**config.mk**
```make
export PLATFORM = sky130hd
export DESIGN_NAME = spectag_allocator
export DESIGN_NICKNAME = d
export VERILOG_FILES = /design/src/rtl/spectag_allocator_pkg.sv /design/src/rtl/spectag_allocator_chk.sv /design/src/rtl/spectag_kill_gen.sv /design/src/rtl/spectag_allocator.sv
export SDC_FILE = /design/constraint.sdc
export NUM_CORES = 1
export LEC_CHECK = 0
export ABC_AREA = 1
export CORE_ASPECT_RATIO = 1.25
export CORE_MARGIN = 10
export CORE_UTILIZATION = 52
export CTS_CLUSTER_SIZE = 16
export DETAILED_ROUTE_END_ITERATION = 10
export PLACE_DENSITY = 0.95
export SLEW_MARGIN = 20
export SYNTH_ARGS = -nofsm -noshare
export SYNTH_HDL_FRONTEND = slang
export SYNTH_HIERARCHICAL = 1
export SYNTH_SLANG_ARGS = --single-unit
```
**constraint.sdc**
```tcl
create_clock -name clk -period 4.48 [get_ports clk]
set_input_delay 0.448 -clock clk [delete_from_list [all_inputs] [get_ports clk]]
set_output_delay 0.448 -clock clk [all_outputs]
set_load 0.02 [all_outputs]
```
**src/rtl/spectag_allocator_pkg.sv**
```systemverilog
// Shared constants and one-hot helpers for the speculative tag allocator.
`ifndef SPECTAG_LEN
`define SPECTAG_LEN 5
`endif

package spectag_allocator_pkg;

  localparam int NUM_TAGS = `SPECTAG_LEN;
  localparam int DEPTH_W  = $clog2(NUM_TAGS + 1);

  typedef logic [NUM_TAGS-1:0] tag_t;
  typedef logic [DEPTH_W-1:0]  depth_t;

  function automatic tag_t rotl(input tag_t v, input int n);
    logic [2*NUM_TAGS-1:0] d;
    d = {v, v} << n;
    return d[2*NUM_TAGS-1 -: NUM_TAGS];
  endfunction

  function automatic tag_t rotr(input tag_t v, input int n);
    logic [2*NUM_TAGS-1:0] d;
    d = {v, v} >> n;
    return d[NUM_TAGS-1:0];
  endfunction

  function automatic depth_t popcount(input tag_t v);
    depth_t cnt;
    cnt = {DEPTH_W{1'b0}};
    for (int i = 0; i < NUM_TAGS; i++) begin
      cnt = cnt + {{(DEPTH_W-1){1'b0}}, v[i]};
    end
    return cnt;
  endfunction

endpackage

```
**src/rtl/spectag_allocator_chk.sv**
```systemverilog
// Protocol checks on resolution tags: must be one-hot and currently outstanding.
module spectag_allocator_chk
  import spectag_allocator_pkg::*;
(
  input logic                clk,
  input logic                reset,
  input logic                prsuccess,
  input logic [NUM_TAGS-1:0] prsuccess_tag,
  input logic                prmiss,
  input logic [NUM_TAGS-1:0] prmiss_tag,
  input logic [NUM_TAGS-1:0] busy_mask
);

  a_success_tag: assert property (@(posedge clk) disable iff (reset)
    prsuccess |-> ($onehot(prsuccess_tag) && ((prsuccess_tag & busy_mask) != {NUM_TAGS{1'b0}})));

  a_miss_tag: assert property (@(posedge clk) disable iff (reset)
    prmiss |-> ($onehot(prmiss_tag) && ((prmiss_tag & busy_mask) != {NUM_TAGS{1'b0}})));

endmodule

```
**src/rtl/spectag_kill_gen.sv**
```systemverilog
// Kill mask for a mispredict: the branch's own tag plus every busy tag
// younger than it, walking the rotation up to the last-issued slot.
module spectag_kill_gen
  import spectag_allocator_pkg::*;
(
  input  logic [NUM_TAGS-1:0] ptr,
  input  logic [NUM_TAGS-1:0] prmiss_tag,
  input  logic [NUM_TAGS-1:0] busy_mask,
  output logic [NUM_TAGS-1:0] kill_mask
);

  tag_t kill_s;
  tag_t slot_s;
  logic done_s;

  // Walk forward from the mispredicted slot, stopping once ptr is included.
  always_comb begin
    kill_s = prmiss_tag;
    slot_s = prmiss_tag;
    done_s = (ptr == prmiss_tag);
    for (int k = 1; k < NUM_TAGS; k++) begin
      slot_s = rotl(slot_s, 1);
      if (!done_s) begin
        kill_s = kill_s | (slot_s & busy_mask);
        done_s = (slot_s == ptr);
      end else begin
        kill_s = kill_s;
      end
    end
  end

  assign kill_mask = kill_s;

endmodule

```
**src/rtl/spectag_allocator.sv**
```systemverilog
// Circular one-hot speculative tag allocator: up to two tags per cycle,
// frees on resolution, squashes younger tags on mispredict.
module spectag_allocator
  import spectag_allocator_pkg::*;
(
  input  logic                clk,
  input  logic                reset,
  input  logic                req1,
  input  logic                req2,
  input  logic                prsuccess,
  input  logic [NUM_TAGS-1:0] prsuccess_tag,
  input  logic                prmiss,
  input  logic [NUM_TAGS-1:0] prmiss_tag,
  output logic                grant,
  output logic                stall,
  output logic [NUM_TAGS-1:0] tag1,
  output logic [NUM_TAGS-1:0] tag2,
  output logic                setspec1_en,
  output logic                setspec2_en,
  output logic [NUM_TAGS-1:0] cur_tag,
  output logic [NUM_TAGS-1:0] busy_mask,
  output logic [DEPTH_W-1:0]  depth,
  output logic [NUM_TAGS-1:0] kill_mask
);

  localparam tag_t TAG_RESET = {{(NUM_TAGS-1){1'b0}}, 1'b1};

  tag_t   ptr_r;
  tag_t   busy_r;
  depth_t depth_r;

  tag_t   n1_s, n2_s, need_s, tag2_s, kill_raw_s, kill_s, succ_clr_s, busy_next_s, ptr_next_s;
  logic   grant_s, alloc_s;

  spectag_kill_gen u_kill_gen (
    .ptr        (ptr_r),
    .prmiss_tag (prmiss_tag),
    .busy_mask  (busy_r),
    .kill_mask  (kill_raw_s)
  );

  spectag_allocator_chk u_chk (
    .clk           (clk),
    .reset         (reset),
    .prsuccess     (prsuccess),
    .prsuccess_tag (prsuccess_tag),
    .prmiss        (prmiss),
    .prmiss_tag    (prmiss_tag),
    .busy_mask     (busy_r)
  );

  assign n1_s = rotl(ptr_r, 1);
  assign n2_s = rotl(ptr_r, 2);

  // Slots needed by this cycle's request; a lone slot always takes n1.
  always_comb begin
    need_s = {NUM_TAGS{1'b0}};
    tag2_s = n1_s;
    case ({req1, req2})
      2'b00:   need_s = {NUM_TAGS{1'b0}};
      2'b10:   need_s = n1_s;
      2'b01:   need_s = n1_s;
      2'b11: begin
        need_s = n1_s | n2_s;
        tag2_s = n2_s;
      end
      default: need_s = {NUM_TAGS{1'b0}};
    endcase
  end

  // Grant only sees the registered busy mask, so same-cycle frees don't help.
  assign grant_s    = ~prmiss & ((need_s & busy_r) == {NUM_TAGS{1'b0}});
  assign alloc_s    = grant_s & (req1 | req2);
  assign kill_s     = prmiss ? kill_raw_s : {NUM_TAGS{1'b0}};
  assign succ_clr_s = prsuccess ? prsuccess_tag : {NUM_TAGS{1'b0}};

  // Next-state: mispredict rewinds ptr, otherwise a grant advances it.
  always_comb begin
    busy_next_s = busy_r & ~succ_clr_s & ~kill_s;
    ptr_next_s  = ptr_r;
    if (prmiss) begin
      ptr_next_s = rotr(prmiss_tag, 1);
    end else if (alloc_s) begin
      busy_next_s = busy_next_s | need_s;
      ptr_next_s  = (req1 & req2) ? n2_s : n1_s;
    end else begin
      ptr_next_s = ptr_r;
    end
  end

  // State registers.
  always_ff @(posedge clk) begin
    if (reset) begin
      ptr_r   <= TAG_RESET;
      busy_r  <= {NUM_TAGS{1'b0}};
      depth_r <= {DEPTH_W{1'b0}};
    end else begin
      ptr_r   <= ptr_next_s;
      busy_r  <= busy_next_s;
      depth_r <= popcount(busy_next_s);
    end
  end

  assign grant       = grant_s;
  assign stall       = (req1 | req2) & ~grant_s;
  assign tag1        = n1_s;
  assign tag2        = tag2_s;
  assign setspec1_en = req1 & grant_s;
  assign setspec2_en = req2 & grant_s;
  assign cur_tag     = ptr_r;
  assign busy_mask   = busy_r;
  assign depth       = depth_r;
  assign kill_mask   = kill_s;

endmodule

```
==> impl_metrics.yaml <==
setup_path:
  path_class: "in2reg"
  cp_num_buf_inv: 5
  crit_slowest_cell: "clkdlybuf4s50_1"
  cp_cell_sequence: "clkdlybuf4s50_1 -> inv_2 -> nand2_1 -> o21ai_1 -> nor2_1 -> nand2_1 -> nor2_2 -> nor2_8 -> nand3_1 -> nand3_1 -> nand2_1 -> nand3_1 -> nand2_1 -> inv_1 -> fa_1 -> inv_1 -> fa_1 -> ha_1 -> inv_1 -> nor2_1"
  required_ps: 4650
  cp_top_family: "adder cells"
  worst-path-stages: 20
  worst-path-max-fanout: 10
  endpoint_kind: "register"
  cp-start-kind: "input pin"
  max_stage_delay_ps: 750
  r2r_cells: 19
  crit_arrival_ps: 3740
  cp_common_cell: "nand2_1"
clock_tree:
  htreeDepth: 1
  clockRootBuffer: "clkbuf_4"
  post_cts_resized: 0
  clk_latency_ps: 280
  cts_sinks: 13
  cts_hold_buf: 0
  clkTransAtPathRegs_ps: 80
  cts_buffer_depth: 2
  post_cts_buffers: 0
  cts_tree: "done"
  cts_made_buffers: 3
placement:
  hpwl_um: 3930
  place_congestion: 0.899
  port_buffers: 47
  dp_worst_setup_slack_ps: 627
outcome:
  status: "finished clean"
sta:
  tightest_slew_ps: 498
  finalHoldViolCount: 0
  rsz0062_at_grt: "no"
  slew_violations: 0
  slew_headroom_pct: 66.7
  setup_viol: 0
  fmax_ghz: 0.280
  setup_ws_ps: 910
  fin_tns_setup_ps: 0
  period_share_pct: 79.7
  post-route-min-period_ps: 3570
  fin_worst_skew_ps: 4.50
synthesis:
  synth_top_area_share_pct: 24.8
  synthesis.nets: 313
  synth_top_cell_by_area: "nand2_1"
  avgSynthCellArea_um2: 5.64
  synthesis.area_um2: 1650
  synth_top_cells_by_area: "nand2_1, dfxtp_1, inv_1"
  ys_warn_count: 6
  synthCells: 292
  ys_seq_area_share_pct: 15.8
  synth_seq_cells: 13
  ys_types: 28
global_routing:
  grtUsageTotal_pct: 16.0
  overflow: 0
  grt_antenna_before_repair: 0
  grt_start_max_net_pins: 15
  grt_pass1_vias: 1894
  grt_first_pass_wirelength_um: 8090
power:
  switching_power_mw: 0.196
  switching_share_pct: 43.0
  powerDensity_nw_per_um2: 218
  p_leak_nw: 1.12
  seqPwrFrac_pct: 31.8
  power.clock.fraction_pct: 16.5
  internal_power_mw: 0.260
  comb_power_share_pct: 51.7
  irDropWorstVdd_mv: 0.252
die:
  start_util_pct: 54.9
  die_h_um: 82.9
  ios: 48
  dieArea_um2: 5830
  core_um2: 3000
  rows: 22
  fp.dieW_um: 70.3
route:
  drt_iter0_drc: 121
  vias: 1891
  dr.pass1.iters: 4
  drc: 0
  routed_via_density: 5.17
  wl_per_cell_um: 13.3
  ant_nets: 0
  routed_wl_um: 4880
worst_hold_path:
  min_path_cells: 2
  hp-class: "reg2reg"
final_layout:
  drive_gt1_share_pct: 8.79
  antennaDiodeCount: 0
  fillers: 253
  nets: 352
  syn_to_final_growth_pct: 26.9
flow_run:
  drv_cap: 0
[cell type report]
| cell class | instances | area [um2] | share of cell area, % |
|---|---|---|---|
| well taps | 36 | 45.0 | 2.16 |
| inverters | 52 | 195 | 9.34 |
| repair buffers | 48 | 478 | 22.9 |
| multi-input cells | 213 | 1080 | 51.9 |
| clock buffers | 4 | 26.3 | 1.26 |
| flip-flops and latches | 13 | 260 | 12.5 |
[cells in the mapped netlist]
| master | instances |
|---|---|
| o21ai_0 | 3 |
| nand2_1 | 109 |
| buf_6 | 3 |
| nand3_4 | 1 |
| ha_1 | 3 |
| clkbuf_1 | 2 |
| nand3_1 | 29 |
| o21ai_1 | 2 |
| nand4_2 | 1 |
| inv_1 | 44 |
| nand4_1 | 1 |
| nand2_8 | 1 |
| a21oi_1 | 12 |
| xor2_1 | 2 |
| buf_2 | 1 |
| buf_4 | 8 |
| clkinv_1 | 1 |
| nand2_2 | 1 |
| nor2_2 | 8 |
| nor2_4 | 1 |
| nor3_4 | 1 |
| inv_2 | 7 |
| fa_1 | 2 |
| nor2_1 | 26 |
| nor2_8 | 2 |
| dfxtp_1 | 13 |
| xnor2_1 | 6 |
| nand3_2 | 2 |
[stage by stage]
step	hold WS (ps)	instances	utilization, %	power [mW]	area (um2)
floorplan	629	292	-	0.300	1650
finish	621	366	69.6	0.456	2090
global placement	600	362	68.8	0.377	2060
detailed placement	609	362	68.8	0.383	2060
global route	666	366	69.6	0.486	2090
CTS	621	366	69.6	0.456	2090
[state kept, by name, indices dropped and copies added, names as in the netlist]
signal and flops:
busy_mask 5, depth 3, cur_tag 5
[logic make-up (layout without fill, tap and decap cells)]
logic type	after synthesis	after routing	synth area share (%)
xor gates and xnor gates	8	8	4.26
DFF	13	13	15.8
adders and majority gates	5	5	4.71
AOI/OAI and AO/OA	17	17	5.17
buffers and inverters	66	104	18.3
and+or+nand+nor	183	183	51.7
[path summary, 6_finish.rpt]
| path | from | endpoint | slack [ps] |
|---|---|---|---|
| worst min register to register | busy_mask[0]$_SDFF_PP0_ | busy_mask[0]$_SDFF_PP0_ | 620 |
| worst max-delay path | prmiss_tag[1] | depth[1]$_SDFF_PP0_ | 910 |
| worst max register to register | cur_tag[0]$_SDFFE_PP1P_ | depth[1]$_SDFF_PP0_ | 1230 |
| worst min-delay path | busy_mask[0]$_SDFF_PP0_ | busy_mask[0]$_SDFF_PP0_ | 620 |
[power groups by stage]
stage | sequential (mW) | clock (mW) | combinational (mW)
floorplan | 0.152 | 0 | 0.148
global placement | 0.147 | 0 | 0.230
detailed placement | 0.148 | 0 | 0.235
CTS | 0.145 | 0.0746 | 0.236
global route | 0.147 | 0.0824 | 0.257
finish | 0.145 | 0.0752 | 0.236
[worst reg2reg max path: stages (launching register included)]
cell     delay, ps
dfxtp_1        640
nand2_1        120
inv_1           70
nor2_1          40
nor2_1         130
nand3_2        150
nand2_8        150
nor2_2          40
nor2_1         100
nand3_1         80
nand2_1         80
nand3_1         80
nand2_1         80
inv_1           50
fa_1           530
inv_1           50
fa_1           360
ha_1           280
inv_1           50
nor2_1          30
[routing by layer]
layer	up-vias	global-route usage, %	wire (um)
met5	-	0	0
met4	0	8.96	165
met3	20	2.26	227
met2	63	30.7	2680
met1	856	15.4	1810
li1	952	-	-
[cells in the final DEF, fill, tap and decap left out, drive strengths merged]
cell | netlist | final
nand2 | 111 | 111
inv | 51 | 51
clkdlybuf4s50 | 0 | 47
nor2 | 37 | 37
nand3 | 32 | 32
dfxtp | 13 | 13
a21oi | 12 | 12
xnor2 | 6 | 6
o21ai | 5 | 5
clkbuf | 2 | 4
ha | 3 | 3
fa | 2 | 2
xor2 | 2 | 2
nand4 | 2 | 2
clkinv | 1 | 1
nor3 | 1 | 1
buf | 12 | 1
(Power assumes the default switching activity.)
